==> config.mk <==
export PLATFORM = sky130hd
export DESIGN_NAME = execute_stage_mx
export DESIGN_NICKNAME = d
export VERILOG_FILES = /design/src/rtl/execute_stage_mx.sv
export SDC_FILE = /design/constraint.sdc
export NUM_CORES = 1
export LEC_CHECK = 0
export CAP_MARGIN = 40
export CORE_MARGIN = 3
export CORE_UTILIZATION = 30
export CTS_CLUSTER_DIAMETER = 150
export DETAILED_ROUTE_END_ITERATION = 7
export GPL_ROUTABILITY_DRIVEN = 0
export HOLD_SLACK_MARGIN = 0.12
export PLACE_DENSITY_LB_ADDON = 0.05
export REMOVE_ABC_BUFFERS = 1
export SKIP_CTS_REPAIR_TIMING = 1
export SKIP_LAST_GASP = 1
export SYNTH_ARGS = -nofsm -noshare
export SYNTH_HDL_FRONTEND = slang
export SYNTH_SLANG_ARGS = --single-unit
==> constraint.sdc <==
create_clock -name EXECUTE_CLOCK -period 15.5 [get_ports EXECUTE_CLOCK]
set_input_delay 3.875 -clock EXECUTE_CLOCK [delete_from_list [all_inputs] [get_ports EXECUTE_CLOCK]]
set_output_delay 3.875 -clock EXECUTE_CLOCK [all_outputs]
set_load 0.005 [all_outputs]
==> src/rtl/execute_stage_mx.sv <==
// OTTER execute stage: single-cycle RV32I ALU, iterative radix-2 unsigned multiplier
// (MUL / MULHU), and the EX/MEM pipeline register with valid, stall and flush handling.
module execute_stage_mx #(
  parameter int unsigned XLEN = 32,
  parameter int unsigned RD_W = 5
) (
  input  logic            EXECUTE_CLOCK,
  input  logic            EXECUTE_RESET,
  input  logic            ID_EX_VALID,
  input  logic [XLEN-1:0] ID_EX_ALU_A,
  input  logic [XLEN-1:0] ID_EX_ALU_B,
  input  logic [3:0]      ID_EX_ALU_FUN,
  input  logic            ID_EX_MUL,
  input  logic            ID_EX_MULH,
  input  logic [XLEN-1:0] ID_EX_RS2,
  input  logic [XLEN-1:0] ID_EX_PC_4,
  input  logic [RD_W-1:0] ID_EX_RD,
  input  logic            ID_EX_REG_WRITE,
  input  logic            ID_EX_MEM_WRITE,
  input  logic            ID_EX_MEM_READ2,
  input  logic [1:0]      ID_EX_RF_WR_SEL,
  input  logic            EX_FLUSH,
  input  logic            MEM_STALL,
  output logic            EX_BUSY,
  output logic            EX_MS_VALID,
  output logic            EX_MS_REG_WRITE,
  output logic            EX_MS_MEM_WRITE,
  output logic            EX_MS_MEM_READ2,
  output logic [XLEN-1:0] EX_MS_ALU_RESULT,
  output logic [XLEN-1:0] EX_MS_RS2,
  output logic [XLEN-1:0] EX_MS_PC_4,
  output logic [1:0]      EX_MS_RF_WR_SEL,
  output logic [RD_W-1:0] EX_MS_RD
);

  localparam int unsigned SH_W = $clog2(XLEN);
  localparam int unsigned ACC_W = 2 * XLEN;

  typedef enum logic [1:0] {IDLE, MUL_RUN, MUL_DONE} state_t;

  state_t             state;
  logic [SH_W-1:0]    cnt;
  logic [ACC_W-1:0]   acc;
  logic [XLEN-1:0]    mul_a;
  logic [XLEN-1:0]    mul_b;
  logic               mul_hi;
  logic [XLEN-1:0]    lat_rs2;
  logic [XLEN-1:0]    lat_pc_4;
  logic [RD_W-1:0]    lat_rd;
  logic               lat_reg_write;
  logic               lat_mem_write;
  logic               lat_mem_read2;
  logic [1:0]         lat_rf_wr_sel;

  logic [SH_W-1:0]    shamt;
  logic [XLEN-1:0]    alu_result;
  logic [XLEN:0]      step_sum;
  logic [ACC_W-1:0]   acc_step;
  logic [ACC_W-1:0]   prod_src;
  logic [XLEN-1:0]    product;
  logic               issue;
  logic               last_step;
  logic               product_ready;

  logic               nx_valid;
  logic               nx_reg_write;
  logic               nx_mem_write;
  logic               nx_mem_read2;
  logic [XLEN-1:0]    nx_result;
  logic [XLEN-1:0]    nx_rs2;
  logic [XLEN-1:0]    nx_pc_4;
  logic [1:0]         nx_rf_wr_sel;
  logic [RD_W-1:0]    nx_rd;

  assign shamt = ID_EX_ALU_B[SH_W-1:0];

  // Single-cycle ALU; unused function codes yield zero
  always_comb begin
    alu_result = '0;
    case (ID_EX_ALU_FUN)
      4'b0000: alu_result = ID_EX_ALU_A + ID_EX_ALU_B;
      4'b1000: alu_result = ID_EX_ALU_A - ID_EX_ALU_B;
      4'b0001: alu_result = ID_EX_ALU_A << shamt;
      4'b0010: alu_result = {{(XLEN-1){1'b0}}, ($signed(ID_EX_ALU_A) < $signed(ID_EX_ALU_B))};
      4'b0011: alu_result = {{(XLEN-1){1'b0}}, (ID_EX_ALU_A < ID_EX_ALU_B)};
      4'b0100: alu_result = ID_EX_ALU_A ^ ID_EX_ALU_B;
      4'b0101: alu_result = ID_EX_ALU_A >> shamt;
      4'b1101: alu_result = XLEN'($signed(ID_EX_ALU_A) >>> shamt);
      4'b0110: alu_result = ID_EX_ALU_A | ID_EX_ALU_B;
      4'b0111: alu_result = ID_EX_ALU_A & ID_EX_ALU_B;
      4'b1001: alu_result = ID_EX_ALU_A;
      default: alu_result = '0;
    endcase
  end

  // One shift-add step: add A into the upper half when the current multiplier bit is set, then shift right
  always_comb begin
    step_sum = {1'b0, acc[ACC_W-1:XLEN]} + {1'b0, (mul_b[0] ? mul_a : {XLEN{1'b0}})};
    acc_step = {step_sum, acc[XLEN-1:1]};
    prod_src = (state == MUL_DONE) ? acc : acc_step;
    product  = mul_hi ? prod_src[ACC_W-1:XLEN] : prod_src[XLEN-1:0];
  end

  assign issue         = (state == IDLE) && ID_EX_VALID && ID_EX_MUL && !EX_FLUSH;
  assign last_step     = (state == MUL_RUN) && (cnt == SH_W'(XLEN - 1));
  assign product_ready = !EX_FLUSH && (last_step || (state == MUL_DONE));
  assign EX_BUSY       = MEM_STALL || issue || ((state == MUL_RUN) && !last_step && !EX_FLUSH);

  // Next EX/MEM payload; anything other than a plain ALU op or a finished product is a bubble
  always_comb begin
    nx_valid     = 1'b0;
    nx_reg_write = 1'b0;
    nx_mem_write = 1'b0;
    nx_mem_read2 = 1'b0;
    nx_result    = alu_result;
    nx_rs2       = ID_EX_RS2;
    nx_pc_4      = ID_EX_PC_4;
    nx_rd        = ID_EX_RD;
    nx_rf_wr_sel = ID_EX_RF_WR_SEL;
    if ((state == IDLE) && !issue) begin
      nx_valid     = ID_EX_VALID && !EX_FLUSH;
      nx_reg_write = ID_EX_REG_WRITE && nx_valid;
      nx_mem_write = ID_EX_MEM_WRITE && nx_valid;
      nx_mem_read2 = ID_EX_MEM_READ2 && nx_valid;
    end else if (product_ready) begin
      nx_valid     = 1'b1;
      nx_reg_write = lat_reg_write;
      nx_mem_write = lat_mem_write;
      nx_mem_read2 = lat_mem_read2;
      nx_result    = product;
      nx_rs2       = lat_rs2;
      nx_pc_4      = lat_pc_4;
      nx_rd        = lat_rd;
      nx_rf_wr_sel = lat_rf_wr_sel;
    end
  end

  // Multiplier control FSM and operand/control latches
  always_ff @(posedge EXECUTE_CLOCK or posedge EXECUTE_RESET) begin
    if (EXECUTE_RESET) begin
      state         <= IDLE;
      cnt           <= '0;
      acc           <= '0;
      mul_a         <= '0;
      mul_b         <= '0;
      mul_hi        <= 1'b0;
      lat_rs2       <= '0;
      lat_pc_4      <= '0;
      lat_rd        <= '0;
      lat_reg_write <= 1'b0;
      lat_mem_write <= 1'b0;
      lat_mem_read2 <= 1'b0;
      lat_rf_wr_sel <= '0;
    end else begin
      case (state)
        IDLE: begin
          if (issue) begin
            mul_a         <= ID_EX_ALU_A;
            mul_b         <= ID_EX_ALU_B;
            mul_hi        <= ID_EX_MULH;
            lat_rs2       <= ID_EX_RS2;
            lat_pc_4      <= ID_EX_PC_4;
            lat_rd        <= ID_EX_RD;
            lat_reg_write <= ID_EX_REG_WRITE;
            lat_mem_write <= ID_EX_MEM_WRITE;
            lat_mem_read2 <= ID_EX_MEM_READ2;
            lat_rf_wr_sel <= ID_EX_RF_WR_SEL;
            acc           <= '0;
            cnt           <= '0;
            state         <= MUL_RUN;
          end
        end
        MUL_RUN: begin
          if (EX_FLUSH) begin
            state <= IDLE;
          end else begin
            acc   <= acc_step;
            mul_b <= mul_b >> 1;
            cnt   <= cnt + SH_W'(1);
            if (last_step) state <= MEM_STALL ? MUL_DONE : IDLE;
          end
        end
        MUL_DONE: begin
          if (EX_FLUSH || !MEM_STALL) state <= IDLE;
        end
        default: state <= IDLE;
      endcase
    end
  end

  // EX/MEM pipeline register; a memory stall freezes every field
  always_ff @(posedge EXECUTE_CLOCK or posedge EXECUTE_RESET) begin
    if (EXECUTE_RESET) begin
      EX_MS_VALID      <= 1'b0;
      EX_MS_REG_WRITE  <= 1'b0;
      EX_MS_MEM_WRITE  <= 1'b0;
      EX_MS_MEM_READ2  <= 1'b0;
      EX_MS_ALU_RESULT <= '0;
      EX_MS_RS2        <= '0;
      EX_MS_PC_4       <= '0;
      EX_MS_RF_WR_SEL  <= '0;
      EX_MS_RD         <= '0;
    end else if (!MEM_STALL) begin
      EX_MS_VALID      <= nx_valid;
      EX_MS_REG_WRITE  <= nx_reg_write;
      EX_MS_MEM_WRITE  <= nx_mem_write;
      EX_MS_MEM_READ2  <= nx_mem_read2;
      EX_MS_ALU_RESULT <= nx_result;
      EX_MS_RS2        <= nx_rs2;
      EX_MS_PC_4       <= nx_pc_4;
      EX_MS_RF_WR_SEL  <= nx_rf_wr_sel;
      EX_MS_RD         <= nx_rd;
    end
  end

endmodule
==> results.cfg <==
[status]
status = completed

[layout]
fin_util = 0.366
area_delta_synth_final_pct = 20.9
drive_above_1_share = 0.0725
final_common_cell = nand2_1
num-nets-final = 3352
diodes = 0
final_cell_mix = nand2_1, dfrtp_1, o21ai_0
fillers = 8168
final_cells = 4141

[timing]
clock_skew_ns = 0.0339
setup_viol = 0
tns_ns = 0
slew_headroom = 0.330
finalMaxSlewViolations = 0
fmax_mhz = 95.1
rsz0062_at_grt = no
period_share = 0.678
finalHoldViolations = 0
min_period_ns = 10.51
worst_pin_slew_ns = 1.00

[worst_setup_path]
crit_path_end = EX_BUSY
crit_top_cell = clkdlybuf4s50_1
r2r-end = EX_MS_ALU_RESULT[23]
path_cells = clkdlybuf4s50_1 > nor4b_1 > nand2_4 > buf_16 > o21ai_0 > nand2b_1 > clkdlybuf4s50_1
endpoint_kind = primary output
r2r_slack_ns = 10.70
cpMaxStageDelayCell = nor4b_1
cp.arrival_ns = 6.64
cp-startpoint = EX_FLUSH
cp.required_ns = 11.62
r2r-start = mul_b[0]
path_max_fanout = 64
startpoint_type = input port
critPathKind = in2out
critPathMaxStageDelay_ns = 0.75
reg2reg_depth = 14

[pwr]
seqPwrFrac = 0.359
p_sw_frac = 0.337
clkPwrFrac = 0.353
pwr_density_cell_nw_per_um2 = 100
power.internal_w = 0.00192
peakVddDrop_mv = 0.0764
p_sw_w = 0.000977
power_frac_comb = 0.288
p_leak_nw = 13.3

[min_path]
hold_class = reg2reg

[global_routing]
use_met2 = 0.369
grt_max_degree = 109
grt_use_met3 = 0.0290
grt-ovfl-total = 0
grtUsageTotal = 0.229
grt_pass1_vias = 22700
grtUsageMet1 = 0.319
antenna_found_initial = 0
grt_pass1_wl_um = 147000
grt_most_used_layer = met2

[placed_design]
place_hpwl_um = 72000
dp.cells = 4068
portBuffers = 256

[detailed_routing]
vias = 23000
viasPerCell = 5.56
dr.first_iter.drc_count = 2008
wl_per_cell_um = 23.6
drt_first_pass_iters = 6
wirelength_um = 97800
post-route-drc-count = 0
drt.antenna.violating_nets = 0

[synth]
synthCells = 2921
yosys.area.top_type_share = 0.331
synthArstFlopShare = 1.00
ys_ff_latch = 317
ys_warn_count = 0
synth_area_per_cell_um2 = 8.21
ys_types = 85
synth_area_um2 = 24000
synthTopCellsByArea = dfrtp_1, nand2_1, ha_1, o21ai_0, mux2i_1
synth-edff-count = 0
synth_ff_type = dfrtp_1
yosysTopAreaCell = dfrtp_1
yosysSeqAreaShare = 0.331

[floorplan]
start_util = 0.303
fp.dieArea_um2 = 83300
coreArea_um2 = 79100
die_w_um = 289
io_pins = 257
rows = 103
die_h_um = 289

[flow_run]
maxCapViolCount = 0

[clocking]
clk_latency_ns = 0.59
htreeDepth = 2
clkSinkCount = 317
cts_buffer_depth = 3
cts_buffers = 42
cts_tree = built
clockRootBuffer = clkbuf_16
path_clk_slew_ns = 0.05
==> critical path, delay by kind of cell <==
kind | cells | cell delay, ns
buf+inv | 3 | 1.41
simple gates | 3 | 1.22
compound gates | 1 | 0.12
==> state kept, by name, summed over array words and instances, names as in the netlist, 2 cells and up <==
signal / cells
state: 2
EX_MS_RF_WR_SEL: 2
lat_rd: 5
cnt: 5
mul_a: 32
lat_rs2: 32
lat_rf_wr_sel: 2
EX_MS_RD: 5
lat_pc_4: 32
mul_b: 32
EX_MS_PC_4: 32
EX_MS_RS2: 32
acc: 64
EX_MS_ALU_RESULT: 32
==> area by class of cell <==
cell class / instances / area, um2 / share of cell area
multi-input combinational: 2282 / 14900 / 0.513
sequential: 317 / 7930 / 0.274
timing repair buffer: 303 / 2990 / 0.103
tap: 1050 / 1310 / 0.0453
clock buffer: 61 / 1240 / 0.0429
inverter: 116 / 443 / 0.0153
clock inverter: 12 / 204 / 0.00704
==> kinds of logic (layout without fill, tap and decap cells) <==
| kind of cell | count (synthesis) | in the layout | synth area share |
|---|---|---|---|
| mux | 189 | 189 | 0.107 |
| fa+ha+maj | 141 | 141 | 0.0745 |
| flops | 317 | 317 | 0.331 |
| xor+xnor | 43 | 43 | 0.0157 |
| simple gates | 1052 | 1052 | 0.186 |
| buf+inv | 322 | 492 | 0.0523 |
| compound gates | 857 | 857 | 0.233 |
==> synthesized netlist by cell type (22+ instances only) <==
master and n:
a211oi_1 40, buf_1 24, mux4_2 53, o21bai_1 22, nand3_1 59, nand2_1 633, a31oi_1 30, dfrtp_1 317
nor3_1 30, nand2b_1 25, xnor2_1 31, a221oi_1 25, mux2i_1 122, inv_1 113, a21oi_1 184, ha_1 138
and2_1 43, a22o_1 28, a21o_1 27, clkbuf_1 163, o21ai_0 261, a22oi_1 55, nor2_1 186
==> worst min path at each step <==
stage	endpoint	cells past startpoint	from
after global routing	mul_a[15]	2	mul_a[15]
after floorplan	mul_a[0]	2	mul_a[0]
final	mul_a[15]	2	mul_a[15]
after CTS	lat_rd[0]	2	lat_rd[0]
after global placement	lat_pc_4[23]	2	lat_pc_4[23]
after detailed placement	lat_rs2[6]	2	lat_rs2[6]
==> power groups by stage <==
| stage | clock, W | sequential, W | combinational, W |
|---|---|---|---|
| 6_report | 0.00103 | 0.00104 | 0.000836 |
| 5_1_grt | 0.00110 | 0.00106 | 0.000919 |
| 4_1_cts | 0.00106 | 0.00104 | 0.000833 |
| 3_5_place_dp | 0 | 0.00106 | 0.000829 |
| 3_3_place_gp | 0 | 0.00105 | 0.000819 |
| 2_1_floorplan | 0 | 0.00104 | 0.000486 |
==> metrics by stage <==
stage	hold slack, ns	cell area [um2]	total power [W]	worst slack, ns
global placement	0.456	27400	0.00187	4.72
detailed placement	0.461	27500	0.00189	5.01
finish	0.470	29000	0.00290	4.99
CTS	0.475	29000	0.00294	4.99
floorplan	0.442	23200	0.00152	2.85
global route	0.492	29000	0.00307	4.84
==> metal layers <==
metal  part of all wire  wire length (um)
met1               0.45             44000
met2               0.45             44400
met3              0.062              6070
met4              0.034              3330
met5                  0                 0
Power figures use the tool's default switching activity.
